## config.mk

```make
export PLATFORM = sky130hd
export DESIGN_NAME = llc_req_responder_flat
export DESIGN_NICKNAME = d
export VERILOG_FILES = /design/src/rtl/llc_req_responder_if.sv /design/src/rtl/llc_req_responder.sv /design/src/flat_wrapper.sv
export SDC_FILE = /design/constraint.sdc
export NUM_CORES = 1
export LEC_CHECK = 0
export BUFFER_PORTS_ARGS = -buffer_cell sky130_fd_sc_hd__buf_2
export CORE_AREA = 5 5 247 249
export CTS_BUF_LIST = sky130_fd_sc_hd__clkbuf_8
export CTS_CLUSTER_DIAMETER = 50
export CTS_CLUSTER_SIZE = 20
export DETAILED_ROUTE_END_ITERATION = 7
export DIE_AREA = 0 0 252 254
export SLEW_MARGIN = 20
export SYNTH_ARGS = -nofsm -noshare
export SYNTH_HDL_FRONTEND = slang
export SYNTH_SLANG_ARGS = --single-unit
```

## constraint.sdc

```tcl
create_clock -name clk -period 2.6 [get_ports clk]
set_input_delay 0.78 -clock clk [delete_from_list [all_inputs] [get_ports clk]]
set_output_delay 0.78 -clock clk [all_outputs]
set_load 0.005 [all_outputs]
```

## src/rtl/llc_req_responder_if.sv

```systemverilog
// L2 request/response channels plus the single-beat line memory port
// of the memory-side coherence responder.
interface llc_req_responder_if #(
    parameter int LINE_ADDR_BITS = 28,
    parameter int BITS_PER_LINE  = 128,
    parameter int REQ_ID_BITS    = 4
);
    logic                      llc_req_in_valid;
    logic                      llc_req_in_ready;
    logic [2:0]                llc_req_in_coh_msg;
    logic [LINE_ADDR_BITS-1:0] llc_req_in_addr;
    logic [BITS_PER_LINE-1:0]  llc_req_in_line;
    logic [REQ_ID_BITS-1:0]    llc_req_in_id;

    logic                      llc_rsp_out_valid;
    logic                      llc_rsp_out_ready;
    logic [1:0]                llc_rsp_out_coh_msg;
    logic [LINE_ADDR_BITS-1:0] llc_rsp_out_addr;
    logic [BITS_PER_LINE-1:0]  llc_rsp_out_line;
    logic [3:0]                llc_rsp_out_invack_cnt;
    logic [REQ_ID_BITS-1:0]    llc_rsp_out_dest_id;

    logic                      mem_req_valid;
    logic                      mem_req_ready;
    logic                      mem_req_hwrite;
    logic [LINE_ADDR_BITS-1:0] mem_req_addr;
    logic [BITS_PER_LINE-1:0]  mem_req_line;

    logic                      mem_rsp_valid;
    logic                      mem_rsp_ready;
    logic [BITS_PER_LINE-1:0]  mem_rsp_line;

    modport slave (
        input  llc_req_in_valid, llc_req_in_coh_msg, llc_req_in_addr,
        input  llc_req_in_line, llc_req_in_id,
        output llc_req_in_ready,
        output llc_rsp_out_valid, llc_rsp_out_coh_msg, llc_rsp_out_addr,
        output llc_rsp_out_line, llc_rsp_out_invack_cnt, llc_rsp_out_dest_id,
        input  llc_rsp_out_ready,
        output mem_req_valid, mem_req_hwrite, mem_req_addr, mem_req_line,
        input  mem_req_ready,
        input  mem_rsp_valid, mem_rsp_line,
        output mem_rsp_ready
    );

    modport master (
        output llc_req_in_valid, llc_req_in_coh_msg, llc_req_in_addr,
        output llc_req_in_line, llc_req_in_id,
        input  llc_req_in_ready,
        input  llc_rsp_out_valid, llc_rsp_out_coh_msg, llc_rsp_out_addr,
        input  llc_rsp_out_line, llc_rsp_out_invack_cnt, llc_rsp_out_dest_id,
        output llc_rsp_out_ready,
        input  mem_req_valid, mem_req_hwrite, mem_req_addr, mem_req_line,
        output mem_req_ready,
        output mem_rsp_valid, mem_rsp_line,
        input  mem_rsp_ready
    );
endinterface

```

## src/rtl/llc_req_responder.sv

```systemverilog
// Memory-side far end of the L2 coherence protocol: one transaction in
// flight, no sharer tracking, single-beat line memory port.
module llc_req_responder #(
    parameter int LINE_ADDR_BITS = 28,
    parameter int BITS_PER_LINE  = 128,
    parameter int REQ_ID_BITS    = 4,
    parameter int CNT_BITS       = 16
) (
    input  logic                clk,
    input  logic                rst,
    llc_req_responder_if.slave  bus,
    output logic                bad_msg,
    output logic [CNT_BITS-1:0] served_cnt
);
    localparam logic [2:0] REQ_GETS = 3'b000;
    localparam logic [2:0] REQ_GETM = 3'b001;
    localparam logic [2:0] REQ_PUTS = 3'b010;
    localparam logic [2:0] REQ_PUTM = 3'b011;

    localparam logic [1:0] RSP_DATA   = 2'b00;
    localparam logic [1:0] RSP_EDATA  = 2'b01;
    localparam logic [1:0] RSP_PUTACK = 2'b11;

    typedef enum logic [2:0] {
        IDLE,
        MEM_RD_REQ,
        MEM_RD_WAIT,
        MEM_WR_REQ,
        SEND_RSP
    } state_t;

    state_t state;
    state_t state_next;

    logic [LINE_ADDR_BITS-1:0] addr_q;
    logic [REQ_ID_BITS-1:0]    id_q;
    logic [BITS_PER_LINE-1:0]  wr_line_q;
    logic [BITS_PER_LINE-1:0]  rd_line_q;
    logic [1:0]                rsp_msg_q;

    logic req_ready;
    logic rsp_valid;
    logic mreq_valid;
    logic mreq_write;
    logic mrsp_ready;

    logic req_fire;
    logic mrsp_fire;
    logic rsp_fire;

    assign req_fire  = req_ready & bus.llc_req_in_valid;
    assign mrsp_fire = mrsp_ready & bus.mem_rsp_valid;
    assign rsp_fire  = rsp_valid & bus.llc_rsp_out_ready;

    always_ff @(posedge clk) begin
        if (rst) begin
            state <= IDLE;
        end else begin
            state <= state_next;
        end
    end

    // Handshake outputs decode the state register only, never an input.
    always_comb begin
        state_next = state;
        req_ready  = 1'b0;
        rsp_valid  = 1'b0;
        mreq_valid = 1'b0;
        mreq_write = 1'b0;
        mrsp_ready = 1'b0;
        unique case (state)
            IDLE: begin
                req_ready = 1'b1;
                if (bus.llc_req_in_valid) begin
                    unique case (bus.llc_req_in_coh_msg)
                        REQ_GETS, REQ_GETM: state_next = MEM_RD_REQ;
                        REQ_PUTM:           state_next = MEM_WR_REQ;
                        REQ_PUTS:           state_next = SEND_RSP;
                        default:            state_next = IDLE;
                    endcase
                end
            end
            MEM_RD_REQ: begin
                mreq_valid = 1'b1;
                if (bus.mem_req_ready) state_next = MEM_RD_WAIT;
            end
            MEM_RD_WAIT: begin
                mrsp_ready = 1'b1;
                if (bus.mem_rsp_valid) state_next = SEND_RSP;
            end
            MEM_WR_REQ: begin
                mreq_valid = 1'b1;
                mreq_write = 1'b1;
                if (bus.mem_req_ready) state_next = SEND_RSP;
            end
            SEND_RSP: begin
                rsp_valid = 1'b1;
                if (bus.llc_rsp_out_ready) state_next = IDLE;
            end
            default: state_next = IDLE;
        endcase
    end

    // With no sharers anywhere, a GetS can always be granted exclusive.
    function automatic logic [1:0] rsp_for(input logic [2:0] msg);
        logic [1:0] r;
        r = RSP_PUTACK;
        unique case (msg)
            REQ_GETS: r = RSP_EDATA;
            REQ_GETM: r = RSP_DATA;
            default:  r = RSP_PUTACK;
        endcase
        return r;
    endfunction

    function automatic logic is_bad(input logic [2:0] msg);
        logic b;
        b = 1'b1;
        unique case (msg)
            REQ_GETS, REQ_GETM, REQ_PUTS, REQ_PUTM: b = 1'b0;
            default:                                b = 1'b1;
        endcase
        return b;
    endfunction

    always_ff @(posedge clk) begin
        if (rst) begin
            addr_q     <= '0;
            id_q       <= '0;
            wr_line_q  <= '0;
            rd_line_q  <= '0;
            rsp_msg_q  <= '0;
            bad_msg    <= 1'b0;
            served_cnt <= '0;
        end else begin
            bad_msg <= 1'b0;
            if (req_fire) begin
                addr_q    <= bus.llc_req_in_addr;
                id_q      <= bus.llc_req_in_id;
                wr_line_q <= bus.llc_req_in_line;
                rd_line_q <= '0;
                rsp_msg_q <= rsp_for(bus.llc_req_in_coh_msg);
                bad_msg   <= is_bad(bus.llc_req_in_coh_msg);
            end
            if (mrsp_fire) begin
                rd_line_q <= bus.mem_rsp_line;
            end
            if (rsp_fire) begin
                served_cnt <= served_cnt + CNT_BITS'(1);
            end
        end
    end

    assign bus.llc_req_in_ready       = req_ready;
    assign bus.llc_rsp_out_valid      = rsp_valid;
    assign bus.llc_rsp_out_coh_msg    = rsp_msg_q;
    assign bus.llc_rsp_out_addr       = addr_q;
    assign bus.llc_rsp_out_line       = rd_line_q;
    assign bus.llc_rsp_out_invack_cnt = 4'd0;
    assign bus.llc_rsp_out_dest_id    = id_q;
    assign bus.mem_req_valid          = mreq_valid;
    assign bus.mem_req_hwrite         = mreq_write;
    assign bus.mem_req_addr           = addr_q;
    assign bus.mem_req_line           = wr_line_q;
    assign bus.mem_rsp_ready          = mrsp_ready;
endmodule

```

## src/flat_wrapper.sv

```systemverilog
// flat-port wrapper written by rule: the top's interface ports become plain ports
module llc_req_responder_flat 
#(
    parameter int LINE_ADDR_BITS = 28,
    parameter int BITS_PER_LINE  = 128,
    parameter int REQ_ID_BITS    = 4,
    parameter int CNT_BITS       = 16
)
  (clk, rst, bad_msg, served_cnt, bus_llc_req_in_valid, bus_llc_req_in_coh_msg, bus_llc_req_in_addr, bus_llc_req_in_line, bus_llc_req_in_id, bus_llc_req_in_ready, bus_llc_rsp_out_valid, bus_llc_rsp_out_coh_msg, bus_llc_rsp_out_addr, bus_llc_rsp_out_line, bus_llc_rsp_out_invack_cnt, bus_llc_rsp_out_dest_id, bus_llc_rsp_out_ready, bus_mem_req_valid, bus_mem_req_hwrite, bus_mem_req_addr, bus_mem_req_line, bus_mem_req_ready, bus_mem_rsp_valid, bus_mem_rsp_line, bus_mem_rsp_ready);
  llc_req_responder_if #(.LINE_ADDR_BITS(LINE_ADDR_BITS), .BITS_PER_LINE(BITS_PER_LINE), .REQ_ID_BITS(REQ_ID_BITS)) bus_i ();
  input  logic clk;
  input  logic rst;
  output logic bad_msg;
  output logic [CNT_BITS-1:0] served_cnt;
  input wire logic [$bits(bus_i.llc_req_in_valid)-1:0] bus_llc_req_in_valid;
  input wire logic [$bits(bus_i.llc_req_in_coh_msg)-1:0] bus_llc_req_in_coh_msg;
  input wire logic [$bits(bus_i.llc_req_in_addr)-1:0] bus_llc_req_in_addr;
  input wire logic [$bits(bus_i.llc_req_in_line)-1:0] bus_llc_req_in_line;
  input wire logic [$bits(bus_i.llc_req_in_id)-1:0] bus_llc_req_in_id;
  output wire logic [$bits(bus_i.llc_req_in_ready)-1:0] bus_llc_req_in_ready;
  output wire logic [$bits(bus_i.llc_rsp_out_valid)-1:0] bus_llc_rsp_out_valid;
  output wire logic [$bits(bus_i.llc_rsp_out_coh_msg)-1:0] bus_llc_rsp_out_coh_msg;
  output wire logic [$bits(bus_i.llc_rsp_out_addr)-1:0] bus_llc_rsp_out_addr;
  output wire logic [$bits(bus_i.llc_rsp_out_line)-1:0] bus_llc_rsp_out_line;
  output wire logic [$bits(bus_i.llc_rsp_out_invack_cnt)-1:0] bus_llc_rsp_out_invack_cnt;
  output wire logic [$bits(bus_i.llc_rsp_out_dest_id)-1:0] bus_llc_rsp_out_dest_id;
  input wire logic [$bits(bus_i.llc_rsp_out_ready)-1:0] bus_llc_rsp_out_ready;
  output wire logic [$bits(bus_i.mem_req_valid)-1:0] bus_mem_req_valid;
  output wire logic [$bits(bus_i.mem_req_hwrite)-1:0] bus_mem_req_hwrite;
  output wire logic [$bits(bus_i.mem_req_addr)-1:0] bus_mem_req_addr;
  output wire logic [$bits(bus_i.mem_req_line)-1:0] bus_mem_req_line;
  input wire logic [$bits(bus_i.mem_req_ready)-1:0] bus_mem_req_ready;
  input wire logic [$bits(bus_i.mem_rsp_valid)-1:0] bus_mem_rsp_valid;
  input wire logic [$bits(bus_i.mem_rsp_line)-1:0] bus_mem_rsp_line;
  output wire logic [$bits(bus_i.mem_rsp_ready)-1:0] bus_mem_rsp_ready;
  assign bus_i.llc_req_in_valid = bus_llc_req_in_valid;
  assign bus_i.llc_req_in_coh_msg = bus_llc_req_in_coh_msg;
  assign bus_i.llc_req_in_addr = bus_llc_req_in_addr;
  assign bus_i.llc_req_in_line = bus_llc_req_in_line;
  assign bus_i.llc_req_in_id = bus_llc_req_in_id;
  assign bus_llc_req_in_ready = bus_i.llc_req_in_ready;
  assign bus_llc_rsp_out_valid = bus_i.llc_rsp_out_valid;
  assign bus_llc_rsp_out_coh_msg = bus_i.llc_rsp_out_coh_msg;
  assign bus_llc_rsp_out_addr = bus_i.llc_rsp_out_addr;
  assign bus_llc_rsp_out_line = bus_i.llc_rsp_out_line;
  assign bus_llc_rsp_out_invack_cnt = bus_i.llc_rsp_out_invack_cnt;
  assign bus_llc_rsp_out_dest_id = bus_i.llc_rsp_out_dest_id;
  assign bus_i.llc_rsp_out_ready = bus_llc_rsp_out_ready;
  assign bus_mem_req_valid = bus_i.mem_req_valid;
  assign bus_mem_req_hwrite = bus_i.mem_req_hwrite;
  assign bus_mem_req_addr = bus_i.mem_req_addr;
  assign bus_mem_req_line = bus_i.mem_req_line;
  assign bus_i.mem_req_ready = bus_mem_req_ready;
  assign bus_i.mem_rsp_valid = bus_mem_rsp_valid;
  assign bus_i.mem_rsp_line = bus_mem_rsp_line;
  assign bus_mem_rsp_ready = bus_i.mem_rsp_ready;
  llc_req_responder #(.LINE_ADDR_BITS(LINE_ADDR_BITS), .BITS_PER_LINE(BITS_PER_LINE), .REQ_ID_BITS(REQ_ID_BITS), .CNT_BITS(CNT_BITS)) u_core (.clk(clk), .rst(rst), .bus(bus_i), .bad_msg(bad_msg), .served_cnt(served_cnt));
endmodule
```

==> impl_metrics.json <==
{
  "worst-path-stages": 3,
  "fmaxAchievable_mhz": 401,
  "setup.worst_path.end_class": "output pin",
  "critPathKind": "flop to output pin",
  "chipWidth_microns": 252,
  "final_min_period_over_clock_period_pct": 96.0,
  "syn-mean-instance-area_sq_um": 8.59,
  "timing.max_slew.rel_slack_pct": 57.0,
  "layout.filler_cells": 6405,
  "power_density_mw_per_mm2": 681,
  "max_cap_viol_count": 0,
  "area_growth_pct": 42.7,
  "timing.clock.skew_ps": 47.9,
  "post_route_cells_drive_above_1_share_pct": 39.4,
  "ys_top_cells_by_area": "sky130_fd_sc_hd__dfxtp_1 57%, sky130_fd_sc_hd__nand2_1 11%, sky130_fd_sc_hd__a22oi_1 8.8%, sky130_fd_sc_hd__a21oi_1 7.6%, sky130_fd_sc_hd__nor2_1 5.0%",
  "synth-edff-count": 0,
  "synth_area_leader_cell": "sky130_fd_sc_hd__dfxtp_1",
  "die_h_microns": 254,
  "post-route-cell-area_sq_mm": 0.0157,
  "critical-path-max-stage-delay_ps": 400,
  "cts-buffers-inserted": 36,
  "worst_ep_required_time_ps": 1820,
  "finalHoldWorstSlack_ps": 406,
  "global_route.overflow_total": 0,
  "slowest_stage": "sky130_fd_sc_hd__dfxtp_1",
  "ys_async_sr_fraction_pct": 0,
  "floorplan.rows": 89,
  "dominantRegCellSynth": "sky130_fd_sc_hd__dfxtp_1",
  "grt.total_usage_pct": 11.5,
  "synth.top_cell.area_share_pct": 56.5,
  "static-leakage-power_nw": 7.29,
  "cts_tree": "yes",
  "route.detailed.vias_per_inst": 4.10,
  "worstSkewPairLatency_ps": 600,
  "yosys.cell_types.count": 41,
  "tritoncts_num_sinks": 310,
  "critical_path.reg2reg.endpoint": "u_core.bus.mem_req_line[18]$_SDFFE_PP0P_",
  "setup.worst_path.start_class": "flop",
  "route.antenna.remaining_nets": 0,
  "buffer_and_inverter_count_on_the_worst_path": 2,
  "worst-endpoint-arrival_ps": 1720,
  "final_util_pct": 26.8,
  "synthesis.area_sq_mm": 0.0110,
  "synth.ff_latch_count": 310,
  "route.vias.total": 10900,
  "placed_cell_area_sq_mm": 0.0149,
  "worst_r2r_path_depth": 6,
  "hold_violations": 0,
  "timing.critical_path.cells": "buf_4 > nor3_1 > buf_2",
  "layout_min_cycle_time_ps": 2500,
  "synth_cells": 1279,
  "min_to": "u_core.bus.llc_rsp_out_addr[6]$_SDFFE_PP0P_",
  "drt-total-wl_microns": 40400,
  "yosysSeqAreaShare_pct": 56.5,
  "clock_tree.root_cell": "sky130_fd_sc_hd__clkbuf_8",
  "rsz_0062_raised_after_global_routing": "yes",
  "timing.rr.start": "u_core.state[2]$_SDFFE_PP0P_",
  "drt-initial-drc-count": 454,
  "floorplan.die_area_sq_mm": 0.0640,
  "total_power_mw": 10.7,
  "final_estimated_routing_congestion_in_global_placement": 0.801,
  "maximum_number_of_pins_on_one_net_before_global_route_repair": 129,
  "detailedPlacementHpwl_microns": 30100,
  "port-buffer-count": 636,
  "cts.htree.levels": 2,
  "setup-violations-final": 0,
  "clkTransAtPathRegs_ps": 90,
  "critPathTopFamily": "buffers and inverters",
  "hold_class": "input port to flop",
  "initial_utilization_pct": 18.8,
  "boundaryPins": 641,
  "wire_per_inst_microns": 15.2,
  "wire_length_of_the_first_global_routing_pass_microns": 59900,
  "synth_warnings": 0,
  "core_sq_mm": 0.0585,
  "status": "completed",
  "remaining_drc_errors": 0,
  "finalMaxSlewViolations": 0,
  "worst-path-max-fanout": 7,
  "cts_setup_buffers": 0,
  "initial_antenna_violation_count": 5,
  "worst-slew-pin-transition_ps": 645,
  "via_count_of_the_first_global_routing_pass": 10600,
  "ir_worst_vdd_mv": 0.335,
  "first_pass_detailed_route_iteration_total": 5,
  "clk_path_buf_depth": 3,
  "hp-start": "bus_llc_req_in_addr[6]",
  "min_path_cells": 3,
  "design.final.nets": 2155,
  "r2r_setup_slack_ps": 620,
  "timing.setup.tns_ps": 0
}
[metrics by stage]
step,instances,setup WS [ps]
after detailed placement,2592,419
after CTS,2654,24.2
after global placement,2592,465
final,2658,104
after global routing,2655,-27.2
after floorplan,1282,707
[metal layers]
layer | up-vias | global-route usage (%) | share of wire, %
li1 | 5399 | - | -
met2 | 483 | 19.4 | 47
met1 | 4956 | 13.1 | 39
met3 | 67 | 5.36 | 12
met4 | 2 | 3.38 | 2.6
met5 | - | 0 | 0.032
[tightest hold or removal path, stage by stage]
cell and delay, ps:
sky130_fd_sc_hd__buf_2 90, sky130_fd_sc_hd__nand2_1 40, sky130_fd_sc_hd__a21oi_1 50
[report_power, final]
group,leakage [nW],internal (mW),total [mW],switching [mW]
logic,4.39,0.808,1.91,1.11
clock network,0.375,1.53,3.54,2.01
registers,2.52,5.05,5.22,0.167
[repair_timing]
action	in CTS	in global routing
setup endpoints to repair	2	2
hold buffers	0	0
gates resized for setup	2	0
[synth_stat cells, types with 4 or more instances]
cell and number:
sky130_fd_sc_hd__nor2_1 146, sky130_fd_sc_hd__xor2_1 8, sky130_fd_sc_hd__nand2_1 327, sky130_fd_sc_hd__nand4_1 4
sky130_fd_sc_hd__o21ai_0 4, sky130_fd_sc_hd__nand3_1 4, sky130_fd_sc_hd__clkbuf_1 60, sky130_fd_sc_hd__a22oi_1 128
sky130_fd_sc_hd__dfxtp_1 310, sky130_fd_sc_hd__buf_2 38, sky130_fd_sc_hd__a21oi_1 167, sky130_fd_sc_hd__buf_4 34
[sequential cells by signal, summed over array words and instances (netlist names)]
| name | flops |
|---|---|
| u_core.state | 3 |
| u_core.bus.llc_rsp_out_addr | 28 |
| u_core.served_cnt | 16 |
| u_core.bad_msg | 1 |
| u_core.bus.mem_req_line | 128 |
| u_core.bus.llc_rsp_out_coh_msg | 2 |
| u_core.bus.llc_rsp_out_dest_id | 4 |
| u_core.bus.llc_rsp_out_line | 128 |
[placed cells by master, fill, tap and decap left out, types with 2 or more instances in the layout]
cell | Yosys | layout
sky130_fd_sc_hd__inv_6 | 0 | 6
sky130_fd_sc_hd__clkinv_8 | 0 | 3
sky130_fd_sc_hd__nor4b_1 | 2 | 2
sky130_fd_sc_hd__buf_12 | 0 | 12
sky130_fd_sc_hd__nand3_1 | 4 | 4
sky130_fd_sc_hd__and4_1 | 3 | 3
sky130_fd_sc_hd__inv_1 | 3 | 5
sky130_fd_sc_hd__nand2_1 | 327 | 327
sky130_fd_sc_hd__a211oi_1 | 3 | 3
sky130_fd_sc_hd__buf_4 | 34 | 24
sky130_fd_sc_hd__a22oi_1 | 128 | 128
sky130_fd_sc_hd__clkbuf_8 | 0 | 40
sky130_fd_sc_hd__or4_1 | 3 | 3
sky130_fd_sc_hd__nand4_1 | 4 | 4
sky130_fd_sc_hd__nor3b_1 | 2 | 2
sky130_fd_sc_hd__and2_1 | 3 | 2
sky130_fd_sc_hd__a21oi_1 | 167 | 167
sky130_fd_sc_hd__o21ai_0 | 4 | 4
sky130_fd_sc_hd__clkinv_4 | 0 | 3
sky130_fd_sc_hd__buf_2 | 38 | 635
sky130_fd_sc_hd__xor2_1 | 8 | 8
sky130_fd_sc_hd__or3_1 | 3 | 3
sky130_fd_sc_hd__diode_2 | 0 | 4
sky130_fd_sc_hd__o31ai_1 | 2 | 2
sky130_fd_sc_hd__conb_1 | 1 | 4
sky130_fd_sc_hd__mux2i_1 | 3 | 3
sky130_fd_sc_hd__dfxtp_1 | 310 | 310
sky130_fd_sc_hd__nor2_1 | 146 | 144
sky130_fd_sc_hd__inv_8 | 0 | 2
sky130_fd_sc_hd__clkinvlp_4 | 0 | 5
sky130_fd_sc_hd__nand3b_1 | 2 | 2
[cells by family (layout without fill, tap and decap cells)]
family,Yosys count,count (layout),share of synthesized area (%)
AND/OR/NAND/NOR,509,509,18.8
AO/OA/AOI/OAI,308,308,17.2
other,1,8,0.0342
flip-flops,310,310,56.5
XOR/XNOR,9,9,0.718
multiplexers,3,3,0.273
buffers and inverters,138,737,6.38
adder cells (fa/ha/maj),1,1,0.114
[final cells by class]
type	instances	area [sq um]	share of cell area (%)
clock buffer	40	551	3.51
timing repair buffer	672	3610	23.1
tap	773	967	6.17
antenna	4	10.0	0.0639
inverter	3	11.3	0.0719
clock inverter	22	200	1.28
sequential	310	6210	39.6
multi-input combinational	834	4110	26.2
[worst max path at each step]
stage / from / to / slack, ps
after global placement: bus_llc_req_in_valid / u_core.bus.mem_req_line[115]$_SDFFE_PP0P_ / 460
after global routing: u_core.state[0]$_SDFFE_PP0P_ / bus_mem_rsp_ready / -30
after floorplan: bus_llc_rsp_out_ready / u_core.served_cnt[15]$_SDFFE_PP0P_ / 710
after detailed placement: bus_llc_req_in_valid / u_core.bus.mem_req_line[78]$_SDFFE_PP0P_ / 420
final: u_core.state[2]$_SDFFE_PP0P_ / bus_llc_req_in_ready / 100
after CTS: u_core.state[2]$_SDFFE_PP0P_ / bus_llc_req_in_ready / 20
Note: power is estimated with default switching activity, not from simulation.
